`src/rtl/sha256_pkg.sv`:
```
// Shared definitions for the SHA-256 message padder: state encoding, block geometry
// and the byte-level marker insertion used on a message's final word.
package sha256_pkg;

    localparam int          LEN_W       = 64;
    localparam int          BLK_WORDS   = 16;
    localparam logic [31:0] MARKER      = 32'h8000_0000;
    localparam logic [3:0]  LEN_SLOT_HI = 4'd14;
    localparam logic [3:0]  LEN_SLOT_LO = 4'd15;

    typedef enum logic [2:0] {
        ST_IDLE,
        ST_FILL,
        ST_PAD,
        ST_SEND,
        ST_WAIT
    } pad_state_e;

    // Keeps the first nb bytes of a tail word and appends the 0x80 marker byte.
    function automatic logic [31:0] pad_word(input logic [31:0] d, input logic [2:0] nb);
        case (nb)
            3'd0:    pad_word = MARKER;
            3'd1:    pad_word = {d[31:24], 8'h80, 16'h0000};
            3'd2:    pad_word = {d[31:16], 8'h80, 8'h00};
            3'd3:    pad_word = {d[31:8], 8'h80};
            default: pad_word = d;
        endcase
    endfunction

endpackage

```
`src/rtl/sha256_blk_buf.sv`:
```
// 16x32 block buffer: one write port, one combinational read port, synchronous clear-all.
// A write in the same cycle as a clear lands on top of the cleared contents.
module sha256_blk_buf
    import sha256_pkg::*;
(
    input  logic        clk,
    input  logic        rst_n,
    input  logic        clr,
    input  logic        we,
    input  logic [3:0]  widx,
    input  logic [31:0] wdata,
    input  logic [3:0]  ridx,
    output logic [31:0] rdata
);

    logic [BLK_WORDS-1:0][31:0] mem;

    always_ff @(posedge clk or negedge rst_n) begin
        if (!rst_n) begin
            mem <= '0;
        end else begin
            if (clr) mem <= '0;
            if (we)  mem[widx] <= wdata;
        end
    end

    assign rdata = mem[ridx];

endmodule

```
`src/rtl/sha256_msg_padder.sv`:
```
// FIPS 180-4 message padder: buffers 32-bit message words into 512-bit blocks, inserts the
// marker and 64-bit bit length, and streams each block to the compression core in 16 cycles.
module sha256_msg_padder
    import sha256_pkg::*;
(
    input  logic        clk,
    input  logic        rst_n,
    input  logic        in_valid,
    output logic        in_ready,
    input  logic [31:0] in_data,
    input  logic        in_last,
    input  logic [2:0]  in_nbytes,
    output logic        start,
    output logic        data_valid,
    output logic [31:0] data_out,
    output logic        last_block,
    input  logic        blk_done,
    output logic        busy
);

    pad_state_e       state, state_n;
    logic [3:0]       idx, idx_n;
    logic [LEN_W-1:0] bitcnt, bitcnt_n;
    logic [4:0]       scnt, scnt_n;
    logic             last_blk, last_blk_n;
    logic             pend_len, pend_len_n;     // length needs a block of its own
    logic             pend_mark, pend_mark_n;   // marker spills into the next block
    logic             mark_pend, mark_pend_n;   // PAD writes the marker before zero fill
    logic             len_in_blk, len_in_blk_n;
    logic             first_blk, first_blk_n;
    logic             ready_en;

    logic             we, clr, xfer;
    logic [3:0]       widx, ridx;
    logic [31:0]      wdata, rdata;

    sha256_blk_buf u_buf (
        .clk   (clk),
        .rst_n (rst_n),
        .clr   (clr),
        .we    (we),
        .widx  (widx),
        .wdata (wdata),
        .ridx  (ridx),
        .rdata (rdata)
    );

    // Holds in_ready low through reset and the first cycle after release.
    always_ff @(posedge clk or negedge rst_n) begin
        if (!rst_n) ready_en <= 1'b0;
        else        ready_en <= 1'b1;
    end

    assign in_ready   = ready_en && (state == ST_IDLE || state == ST_FILL);
    assign xfer       = in_valid && in_ready;
    assign ridx       = 4'(scnt - 5'd1);
    assign data_valid = (state == ST_SEND) && (scnt != 5'd0);
    assign start      = (state == ST_SEND) && (scnt == 5'd0) && first_blk;
    assign data_out   = data_valid ? rdata : 32'h0;
    assign last_block = (state == ST_SEND) && last_blk;
    assign busy       = (state != ST_IDLE);

    always_ff @(posedge clk or negedge rst_n) begin
        if (!rst_n) begin
            state      <= ST_IDLE;
            idx        <= '0;
            bitcnt     <= '0;
            scnt       <= '0;
            last_blk   <= 1'b0;
            pend_len   <= 1'b0;
            pend_mark  <= 1'b0;
            mark_pend  <= 1'b0;
            len_in_blk <= 1'b0;
            first_blk  <= 1'b0;
        end else begin
            state      <= state_n;
            idx        <= idx_n;
            bitcnt     <= bitcnt_n;
            scnt       <= scnt_n;
            last_blk   <= last_blk_n;
            pend_len   <= pend_len_n;
            pend_mark  <= pend_mark_n;
            mark_pend  <= mark_pend_n;
            len_in_blk <= len_in_blk_n;
            first_blk  <= first_blk_n;
        end
    end

    always_comb begin
        state_n      = state;
        idx_n        = idx;
        bitcnt_n     = bitcnt;
        scnt_n       = scnt;
        last_blk_n   = last_blk;
        pend_len_n   = pend_len;
        pend_mark_n  = pend_mark;
        mark_pend_n  = mark_pend;
        len_in_blk_n = len_in_blk;
        first_blk_n  = first_blk;
        we           = 1'b0;
        clr          = 1'b0;
        widx         = idx;
        wdata        = 32'h0;
        case (state)
            ST_IDLE, ST_FILL: begin
                if (state == ST_IDLE) first_blk_n = 1'b1;
                if (xfer) begin
                    we      = 1'b1;
                    idx_n   = idx + 4'd1;
                    state_n = ST_FILL;
                    if (!in_last) begin
                        wdata    = in_data;
                        bitcnt_n = bitcnt + 64'd32;
                        if (idx == 4'd15) state_n = ST_SEND;
                    end else if (in_nbytes >= 3'd4) begin
                        wdata    = in_data;
                        bitcnt_n = bitcnt + 64'd32;
                        if (idx == 4'd15) begin
                            state_n     = ST_SEND;
                            pend_mark_n = 1'b1;
                        end else begin
                            state_n      = ST_PAD;
                            mark_pend_n  = 1'b1;
                            len_in_blk_n = (idx <= 4'd12);
                        end
                    end else begin
                        wdata    = pad_word(in_data, in_nbytes);
                        bitcnt_n = bitcnt + LEN_W'({in_nbytes, 3'b000});
                        if (idx == 4'd15) begin
                            state_n    = ST_SEND;
                            pend_len_n = 1'b1;
                        end else begin
                            state_n      = ST_PAD;
                            len_in_blk_n = (idx <= 4'd13);
                        end
                    end
                end
            end
            ST_PAD: begin
                we          = 1'b1;
                idx_n       = idx + 4'd1;
                mark_pend_n = 1'b0;
                if (mark_pend)                               wdata = MARKER;
                else if (len_in_blk && idx == LEN_SLOT_HI)   wdata = bitcnt[LEN_W-1:32];
                else if (len_in_blk && idx == LEN_SLOT_LO)   wdata = bitcnt[31:0];
                if (idx == 4'd15) begin
                    state_n = ST_SEND;
                    if (len_in_blk) last_blk_n = 1'b1;
                    else            pend_len_n = 1'b1;
                end
            end
            ST_SEND: begin
                scnt_n = scnt + 5'd1;
                if (scnt == 5'd16) begin
                    scnt_n      = '0;
                    first_blk_n = 1'b0;
                    state_n     = ST_WAIT;
                end
            end
            ST_WAIT: begin
                if (blk_done) begin
                    idx_n = '0;
                    if (pend_len || pend_mark) begin
                        // Trailing block: zeros, optional marker at slot 0, length at 14/15.
                        clr          = 1'b1;
                        state_n      = ST_PAD;
                        last_blk_n   = 1'b0;
                        len_in_blk_n = 1'b1;
                        mark_pend_n  = pend_mark;
                        pend_len_n   = 1'b0;
                        pend_mark_n  = 1'b0;
                        if (pend_len) idx_n = LEN_SLOT_HI;
                    end else if (last_blk) begin
                        state_n      = ST_IDLE;
                        bitcnt_n     = '0;
                        last_blk_n   = 1'b0;
                        len_in_blk_n = 1'b0;
                    end else begin
                        state_n = ST_FILL;
                    end
                end
            end
            default: state_n = ST_IDLE;
        endcase
    end

endmodule

```
`config.mk`:
```
export PLATFORM = sky130hd
export DESIGN_NAME = sha256_msg_padder
export DESIGN_NICKNAME = d
export VERILOG_FILES = /design/src/rtl/sha256_pkg.sv /design/src/rtl/sha256_blk_buf.sv /design/src/rtl/sha256_msg_padder.sv
export SDC_FILE = /design/constraint.sdc
export NUM_CORES = 1
export LEC_CHECK = 0
export ABC_AREA = 1
export ABC_CLOCK_PERIOD_IN_PS = 4250
export BUFFER_PORTS_ARGS = -buffer_cell sky130_fd_sc_hd__buf_2
export CORE_UTILIZATION = 38
export CTS_BUF_LIST = sky130_fd_sc_hd__clkbuf_4
export CTS_CLUSTER_SIZE = 28
export DETAILED_ROUTE_END_ITERATION = 6
export RECOVER_POWER = 25
export SKIP_LAST_GASP = 1
export SYNTH_ARGS = -nofsm -noshare
export SYNTH_HDL_FRONTEND = slang
export SYNTH_SLANG_ARGS = --single-unit
```
`constraint.sdc`:
```
create_clock -name clk -period 4.25 [get_ports clk]
set_input_delay 1.275 -clock clk [delete_from_list [all_inputs] [get_ports clk]]
set_output_delay 1.275 -clock clk [all_outputs]
set_load 0.005 [all_outputs]
```
### Yosys cells after proc, flatten, opt, wreduce, memory -nomap -nowiden

Cells that the tools add are included.

| word-level totals | value |
|---|---|
| input bits | 40 |
| register bits after elaboration | 595 |

| operators by class | value |
|---|---|
| reduce and logical (&&, ||, !) cells | 30 |
| $add $sub $neg | 5 |
| muxes and demuxes | 80 |
| magnitude comparators | 6 |
| eq/ne operators | 26 |

Operators with widths:

| operator | count |
|---|---|
| 2-to-1 mux 512 bit | 2 |
| bitwise mux 512 bit | 1 |
| 2-to-1 mux 64 bit | 6 |
| 2-to-1 mux 32 bit | 9 |
| binary-select mux 32 bit (select 4 bit) | 1 |
| demux 32 bit (select 4 bit) | 1 |
| case mux 32 bit (4 select lines) | 1 |
| case mux 64 bit (2 select lines) | 1 |
| adder 64 x 6 -> 64 bit | 1 |
| adder 64 x 6 -> 64 bit (second input constant) | 1 |
| case mux 32 bit (2 select lines) | 1 |
| 2-to-1 mux 1 bit | 36 |
| inequality test 2 bit (second input constant) | 14 |
| 2-to-1 mux 4 bit | 4 |
| 2-to-1 mux 3 bit | 5 |
| AND reduction 7 bit | 2 |
| equality test 3 x 2 -> 1 bit (second input constant) | 4 |
| case mux 3 bit (4 select lines) | 1 |
| case mux 4 bit (3 select lines) | 1 |
| < comparator 4 x 5 -> 1 bit (second input constant) | 2 |
| case mux 1 bit (2 select lines) | 5 |
| logical AND 1 bit | 9 |
| AND reduction 9 bit | 1 |
| equality test 4 bit (second input constant) | 2 |
| 25 further kinds | 36 |

### Depth between registers and ports, before layout

Gate-level depths: netlist (run 1).

| depth | value |
|---|---|
| depth in word-level cells | 8 |
| gate-level depth with buffers | 15 |

### Modules after synthesis

A second synthesis (run 1) with hierarchy kept.

| unflattened totals | value |
|---|---|
| cell total of the unflattened synthesis | 4629 |
| area total of the unflattened synthesis | 33045.4 um^2 |

Modules (own cells, without submodules):

| module | instances | seq. area each (um^2) | area each (um^2) | cells each |
|---|---|---|---|---|
| sha256_blk_buf | 1 | 12812.3 | 25371.8 | 3333 |
| sha256_msg_padder | 1 | 2001.9 | 7673.6 | 1296 |

### Worst setup path before layout (run 1)

OpenSTA, ideal clock, no wires.

| timing | value |
|---|---|
| path kind | register to output |
| start point | reg scnt[0] |
| end point | out data_out[30] |
| stages on the path, launching flop included | 13 |
| arrival | 2.673 ns |
| path buffers | 5 |
| required time | 2.975 ns |
| path slack | 0.302 ns |
| cells stage by stage | dfrtp_1 inv_2 clkbuf_1 clkbuf_1 ha_1 buf_2 inv_2 clkbuf_1 clkbuf_1 a21oi_1 a221oi_1 o21ai_1 a21oi_1 |

| on the way | value |
|---|---|
| longest elaborated chain between the ends | 4 |
| elaborated cells between the ends (all ways) | 6 |
| classes of those cells | add/sub: 1; mux: 3; reduce/logical: 2 |

RTL lines:

| element | RTL line | source |
|---|---|---|
| start: declaration | sha256_msg_padder.sv:24 | `logic [4:0] scnt, scnt_n;` |
| start signal: assignment | sha256_msg_padder.sv:79 | `scnt <= scnt_n;` |
| subtractor 4 x 1 -> 4 bit | sha256_msg_padder.sv:56 | `assign ridx = 4'(scnt - 5'd1);` |
| binary-select mux 32 bit (select 4 bit) | sha256_blk_buf.sv:27 | `assign rdata = mem[ridx];` |
| 2-to-1 mux 32 bit (not written as such) | sha256_blk_buf.sv:27 |  |
| 2-to-1 mux 32 bit * | sha256_msg_padder.sv:59 | `assign data_out = data_valid ? rdata : 32'h0;` |
| end: declaration | sha256_msg_padder.sv:15 | `output logic [31:0] data_out,` |

Every way passes the cells marked *; elsewhere a longest branch is shown, timed or not. The select of a mux whose other input is x is not followed.

### Worst setup path in the final report (run 1)

| timing | value |
|---|---|
| start point | reg scnt[0] |
| end point | out data_out[5] |

Same word-level chain as after synthesis.

==> flow_metrics.py, run 1 <==
metrics = {
    "timing": {
        "finalSetupViolCount": 32,
        "rsz0062_at_grt": "true",
        "finalClockSkew_ps": 79.64,
        "fmax_mhz": 223.4,
        "finalHoldViolations": 0,
        "finalWorstSetupSlack_ps": -227.2,
        "min_period_ps": 4477,
        "worst_pin_slew_ps": 2284,
        "fin_crit_sh_pct": 105.3,
        "holdWs_ps": 496.5,
        "slew-limit-headroom_pct": -52.29,
        "drv_slew": 222,
    },
    "detailed_routing": {
        "drt-vias-per-instance": 5.788,
        "first_iter_violations": 3336,
        "wl_per_cell_um": 21.64,
        "remaining_drc_errors": 0,
        "drt-pass1-iter-count": 6,
        "vias": 30541,
        "wl_mm": 114.2,
        "postRouteAntennaNets": 0,
    },
    "floorplanning": {
        "die_w_um": 289.1,
        "fp.coreArea_um2": 81070,
        "die_h_um": 289.1,
        "start_util_pct": 38.63,
        "row_count": 104,
        "pin_count": 77,
        "die_area_um2": 83560,
    },
    "logic_synthesis": {
        "syn_area_um2": 31310,
        "synth_cell_type_count": 60,
        "yosysSeqAreaShare_pct": 47.31,
        "synth_fp_nets": 4048,
        "avgSynthCellArea_um2": 7.836,
        "yosysWarnings": 0,
        "synth_cells": 3996,
        "ys.flop_type": "dfrtp_1",
        "synth-seq-cells": 592,
        "synth_edf_count": 0,
        "synth-async-reset-ratio_pct": 100.0,
    },
    "clock_network": {
        "htreeDepth": 4,
        "path_clk_slew_ps": 70,
        "hold_buffers": 0,
        "cts-root-buf": "clkbuf_4",
        "cts_buffers": 165,
        "clkSinkCount": 592,
        "clock_path_buffers": 3,
        "clkLatencyLatePin_ps": 1070,
        "tritoncts": "yes",
    },
    "grt": {
        "antenna_found_initial": 3,
        "grt_max_degree": 108,
        "grt_util_all_layers_pct": 27.15,
        "busiest_layer": "met2",
        "grt_pass1_vias": 28963,
        "grt_use_met1_pct": 36.72,
        "grt.overflow.total": 0,
        "grtUsageMet2_pct": 41.22,
        "met3_usage_pct": 5.291,
        "grt_pass1_wl_mm": 174.3,
    },
    "worst_setup_path": {
        "cp_top_family": "buffers and inverters",
        "critPathKind": "reg2out",
        "timing.critical_path.mode_cell": "inv_8",
        "worst_setup_path_start_kind": "flop",
        "cpPeakStageDelay_ps": 510,
        "cp_max_fo": 7,
        "cp_slowest_cell": "dfrtp_4",
        "endpoint_kind": "primary output",
        "cp.arrival_ps": 3200,
        "cp_cell_sequence": "inv_8 -> ha_2 -> xnor2_4 -> buf_12 -> inv_8 -> buf_4 -> a21oi_1 -> a221oi_2 -> nor2_4 -> buf_2",
        "rrSetupSlack_ps": 1020,
        "critPathRequiredTime_ps": 2970,
        "crit_buf_inv": 5,
    },
    "pwr": {
        "internal-power_uw": 15990,
        "seqPwrFrac_pct": 32.2,
        "clock_power_share_pct": 18.7,
        "power.switching_uw": 12290,
        "leakage_uw": 0.01570,
        "power_frac_comb_pct": 49.1,
        "finalPower_uw": 28280,
        "power.density_nw_per_um2": 780.3,
        "sw_frac_of_total_pct": 43.47,
        "ir_drop_v": 0.0006897,
    },
    "placed_design": {
        "gp_congestion": 0.9633,
        "hpwlAfterDp_mm": 68.32,
        "place_inst": 4943,
        "io_buffers": 76,
        "pre_cts_ws_ps": 471.8,
    },
    "layout": {
        "utilization_pct": 44.70,
        "nNetsFinal": 4147,
        "final_cells": 5277,
        "layout-drive-gt1-share_pct": 15.93,
        "syn_to_final_growth_pct": 15.73,
    },
    "job": {
        "cap_violations": 3,
    },
    "hold_path": {
        "hp-class": "reg2reg",
    },
    "outcome": {
        "status": "finished with violations",
        "violations": "capacitance limit, slew limit, setup timing",
    },
}
[flip-flops by register name (all words and copies together) (netlist names)]
register    cells
u_buf.mem     512
bitcnt         61
scnt            5
idx             4
state           3
first_blk       1
last_blk        1
len_in_blk      1
mark_pend       1
pend_len        1
pend_mark       1
ready_en        1
[layer usage]
layer,wire [um],up-vias
met5,0,-
li1,-,14087
met4,5243,0
met2,51360,1363
met3,8775,289
met1,48820,14802
[path summary, 6_finish.rpt]
path	start	end	depth (start not counted)
max	scnt[0]$_DFFE_PN0N_	data_out[5]	10
min in group asynchronous	rst_n	u_buf.mem[154]$_DFF_PN0_	1
max reg2reg	state[1]$_DFFE_PN0P_	u_buf.mem[235]$_DFF_PN0_	10
max in group asynchronous	rst_n	u_buf.mem[39]$_DFF_PN0_	2
min reg2reg	first_blk$_DFFE_PN0P_	first_blk$_DFFE_PN0P_	2
min	first_blk$_DFFE_PN0P_	first_blk$_DFFE_PN0P_	2
[per-stage QoR]
stage	TNS, ps	cell area [um2]
global placement	0	33060
detailed placement	0	33060
floorplan	0	31310
finish	-3854	36240
global route	-11140	36240
CTS	-6138	36170
[cell usage after synthesis, types with 4 or more instances]
library cell,number,area [um2]
nand3_1,666,3333
o21bai_1,5,37.54
inv_2,26,97.59
nand2_2,7,43.79
a22oi_1,65,488.0
nor3_1,4,20.02
o22ai_1,30,187.7
buf_1,25,93.84
a21oi_1,252,1261
a21oi_2,21,183.9
nand2_1,817,3067
nand2_4,4,45.04
inv_1,169,634.4
nand4_1,33,206.5
xor2_1,12,105.1
nor2_2,16,100.1
clkbuf_1,188,705.7
xnor2_1,4,35.03
a221oi_1,30,262.8
a32o_1,30,300.3
buf_6,5,56.30
o21ai_1,294,1471
o211ai_1,34,255.2
o21ai_0,286,1431
dfrtp_1,592,14810
nand3b_1,5,37.54
nor2_4,7,78.83
ha_1,11,137.6
nor2_1,207,777.0
buf_2,97,485.5
o31ai_1,10,75.07
[layout make-up]
| class | instances | area [um2] |
|---|---|---|
| fillers | 8144 | 44830 |
| flip-flops and latches | 592 | 14820 |
| multi-input cells | 2885 | 14740 |
| repair buffers | 249 | 2454 |
| clock buffers | 243 | 1824 |
| well taps | 1060 | 1326 |
| inverters | 199 | 790.8 |
| clock inverters | 42 | 252.7 |
| repair inverters | 3 | 21.27 |
| diodes | 4 | 10.01 |
[power by group through the flow]
stage	registers (uW)	clock network, uW	logic [uW]
2_1_floorplan	8700	0	7720
5_1_grt	9320	5720	15100
3_5_place_dp	9120	0	11100
6_report	9090	5300	13900
4_1_cts	9040	5420	13400
3_3_place_gp	9090	0	10900
[placed cells by master (no fill, tap or decap), types with 34 or more instances in the layout]
cell type / Yosys / final
a21oi_1: 252 / 241
a22oi_1: 65 / 60
buf_2: 97 / 75
buf_4: 3 / 100
clkbuf_4: 0 / 243
dfrtp_1: 592 / 590
inv_1: 169 / 165
nand2_1: 817 / 817
nand3_1: 666 / 665
nor2_1: 207 / 186
o211ai_1: 34 / 34
o21ai_0: 286 / 284
o21ai_1: 294 / 295
[worst min-delay path, cell delays in order (launching register included)]
cell and delay (ps):
dfrtp_1 340, o21ai_0 80, nand2_1 50
[cell families after synthesis]
| family | synth area share [%] |
|---|---|
| buf+inv | 6.861 |
| simple gates | 25.08 |
| xor+xnor | 0.4475 |
| compound gates | 19.79 |
| flops | 47.31 |
| other cells | 0.01198 |
| fa+ha+maj | 0.5035 |
[what timing repair did]
action | CTS | global route
gates resized for setup | 107 | 19
pin swaps | 33 | 23
cloned | 13 | 3
setup buffers | 27 | 2
setup endpoints to repair | 32 | 32
(Power assumes the default switching activity.)
==> run 2: changes to the inputs <==
--- a/config.mk
+++ b/config.mk
@@ -8,10 +8,13 @@
 export ABC_AREA = 1
 export ABC_CLOCK_PERIOD_IN_PS = 4250
 export BUFFER_PORTS_ARGS = -buffer_cell sky130_fd_sc_hd__buf_2
+export CELL_PAD_IN_SITES_DETAIL_PLACEMENT = 0
+export CELL_PAD_IN_SITES_GLOBAL_PLACEMENT = 1
 export CORE_UTILIZATION = 38
 export CTS_BUF_LIST = sky130_fd_sc_hd__clkbuf_4
 export CTS_CLUSTER_SIZE = 28
 export DETAILED_ROUTE_END_ITERATION = 6
+export PLACE_DENSITY_LB_ADDON = 0.1
 export RECOVER_POWER = 25
 export SKIP_LAST_GASP = 1
 export SYNTH_ARGS = -nofsm -noshare
==> flow_metrics.py, run 2 (synthesis results as in run 1) <==
metrics = {
    "worst_setup_path": {
        "critPathKind": "reg2out",
        "rrSetupSlack_ps": 1340,
        "cp.arrival_ps": 3280,
        "critPathRequiredTime_ps": 2970,
        "worst_setup_path_start_kind": "flop",
        "cp_max_fo": 8,
        "endpoint_kind": "primary output",
    },
    "timing": {
        "holdWs_ps": 504.1,
        "finalWorstSetupSlack_ps": -301.9,
        "finalHoldViolations": 0,
        "min_period_ps": 4552,
        "fmax_mhz": 219.7,
        "finalSetupViolCount": 32,
        "drv_slew": 59,
        "fin_crit_sh_pct": 107.1,
        "tns_ps": -7265,
        "rsz0062_at_grt": "true",
        "slew-limit-headroom_pct": -155.1,
        "worst_pin_slew_ps": 3826,
        "finalClockSkew_ps": 80.44,
    },
    "pwr": {
        "leakage_uw": 0.01607,
        "seqPwrFrac_pct": 29.4,
        "internal-power_uw": 17550,
        "power.density_nw_per_um2": 832.6,
        "sw_frac_of_total_pct": 43.38,
        "clock_power_share_pct": 18.5,
        "power.switching_uw": 13450,
        "power_frac_comb_pct": 52.0,
        "ir_drop_v": 0.0005793,
    },
    "grt": {
        "antenna_found_initial": 1,
        "grt_pass1_vias": 29326,
        "grt_pass1_wl_mm": 187.6,
        "grt_util_all_layers_pct": 29.61,
        "grt.overflow.total": 0,
        "grt_max_degree": 109,
    },
    "detailed_routing": {
        "first_iter_violations": 2689,
        "wl_mm": 124.9,
        "wl_per_cell_um": 23.58,
        "drt-pass1-iter-count": 6,
        "vias": 30275,
        "remaining_drc_errors": 0,
        "postRouteAntennaNets": 0,
        "drt-vias-per-instance": 5.717,
    },
    "layout": {
        "reg_top3": "u_buf.mem: 512 flops, bitcnt: 61 flops, scnt: 5 flops",
        "layout-drive-gt1-share_pct": 17.57,
        "mostFrequentLayoutCells": "nand2_1 (817), nand3_1 (664), dfrtp_1 (591)",
        "syn_to_final_growth_pct": 18.88,
        "final_common_cell": "nand2_1",
        "largest_reg_flops": 512,
        "nNetsFinal": 4162,
        "top_register": "u_buf.mem",
    },
    "clock_network": {
        "hold_buffers": 0,
        "path_clk_slew_ps": 60,
        "tritoncts": "yes",
        "cts-root-buf": "clkbuf_4",
        "clock_path_buffers": 3,
        "cts_buffers": 171,
        "clkLatencyLatePin_ps": 1070,
        "htreeDepth": 4,
        "clkSinkCount": 592,
    },
    "hold_path": {
        "hp-class": "reg2reg",
    },
    "outcome": {
        "violations": "capacitance limit, slew limit, setup timing",
        "status": "finished with violations",
    },
    "floorplanning": {
        "row_count": 104,
        "die_w_um": 289.1,
        "die_area_um2": 83560,
        "die_h_um": 289.1,
        "start_util_pct": 38.63,
        "pin_count": 77,
        "fp.coreArea_um2": 81070,
    },
    "placed_design": {
        "gp_congestion": 0.9186,
        "hpwlAfterDp_mm": 72.60,
        "io_buffers": 76,
    },
    "job": {
        "cap_violations": 1,
    },
}
-- run 2: cell types whose count changed in the layout (fill, tap and decap cells not counted), sizes merged, moves of 4 or more --
cell	delta
inv	-8
buf	+16
clkbuf	+11
clkinv	-6
clkinvlp	+4
-- run 2: layer usage --
layer | global-route usage (%) | vias up | wire length, um
met4 | 9.855 | 0 | 2592
met2 | 46.90 | 990 | 58220
met3 | 4.638 | 172 | 7135
met5 | 0 | - | 0
li1 | - | 14143 | -
met1 | 41.20 | 14970 | 56950
-- run 2: what timing repair did --
action / 4_1_cts / 5_1_grt
setup buffers: 35 / 13
setup endpoints to repair: 33 / 32
cloned: 23 / 8
pin swaps: 53 / 66
resized for setup: 137 / 68
-- run 2: final timing paths --
check | startpoint | to | cells past startpoint
setup / recovery | scnt[0]$_DFFE_PN0N_ | data_out[2] | 10
hold / removal | u_buf.mem[431]$_DFF_PN0_ | u_buf.mem[431]$_DFF_PN0_ | 2
setup reg to reg | idx[0]$_DFFE_PN0P_ | u_buf.mem[167]$_DFF_PN0_ | 9
hold reg to reg | u_buf.mem[431]$_DFF_PN0_ | u_buf.mem[431]$_DFF_PN0_ | 2
max in group asynchronous | rst_n | u_buf.mem[290]$_DFF_PN0_ | 2
min in group asynchronous | rst_n | u_buf.mem[380]$_DFF_PN0_ | 1
-- run 2: per-stage QoR --
step | setup slack, ps | util (%) | area, um2 | total power, uW | cells
floorplan | 302.0 | - | 31310 | 16410 | 3996
global placement | 383.9 | 40.60 | 32920 | 20320 | 4919
detailed placement | 371.9 | 40.60 | 32920 | 20430 | 4919
CTS | -380.3 | 45.29 | 36720 | 29800 | 5275
global route | -428.9 | 45.92 | 37220 | 32940 | 5296
finish | -301.9 | 45.92 | 37220 | 30990 | 5296
-- run 2: critical path, stage by stage, from the launching register on --
cell and delay (ps):
dfrtp_4 470, inv_8 50, buf_4 140, ha_4 170, xnor2_4 260, clkinv_8 170
buf_4 180, buf_4 130, a221oi_2 380, nor2_4 100, buf_2 150
-- run 2: area by class of cell --
| class | count | area, um2 |
|---|---|---|
| diodes | 1 | 2.502 |
| clock buffers | 264 | 1982 |
| clock inverters | 34 | 279.0 |
| fillers | 8299 | 43840 |
| inverters | 199 | 798.3 |
| multi-input cells | 2885 | 15010 |
| flip-flops and latches | 592 | 14820 |
| well taps | 1060 | 1326 |
| repair buffers | 257 | 2962 |
| repair inverters | 4 | 43.79 |
-- run 2: power by group through the flow --
stage | Sequential [uW] | Combinational, uW | Clock [uW]
after global placement | 9130 | 11200 | 0
after global routing | 9350 | 17400 | 6220
after detailed placement | 9130 | 11300 | 0
final | 9120 | 16100 | 5750
after floorplan | 8700 | 7720 | 0
after CTS | 9070 | 14800 | 5910
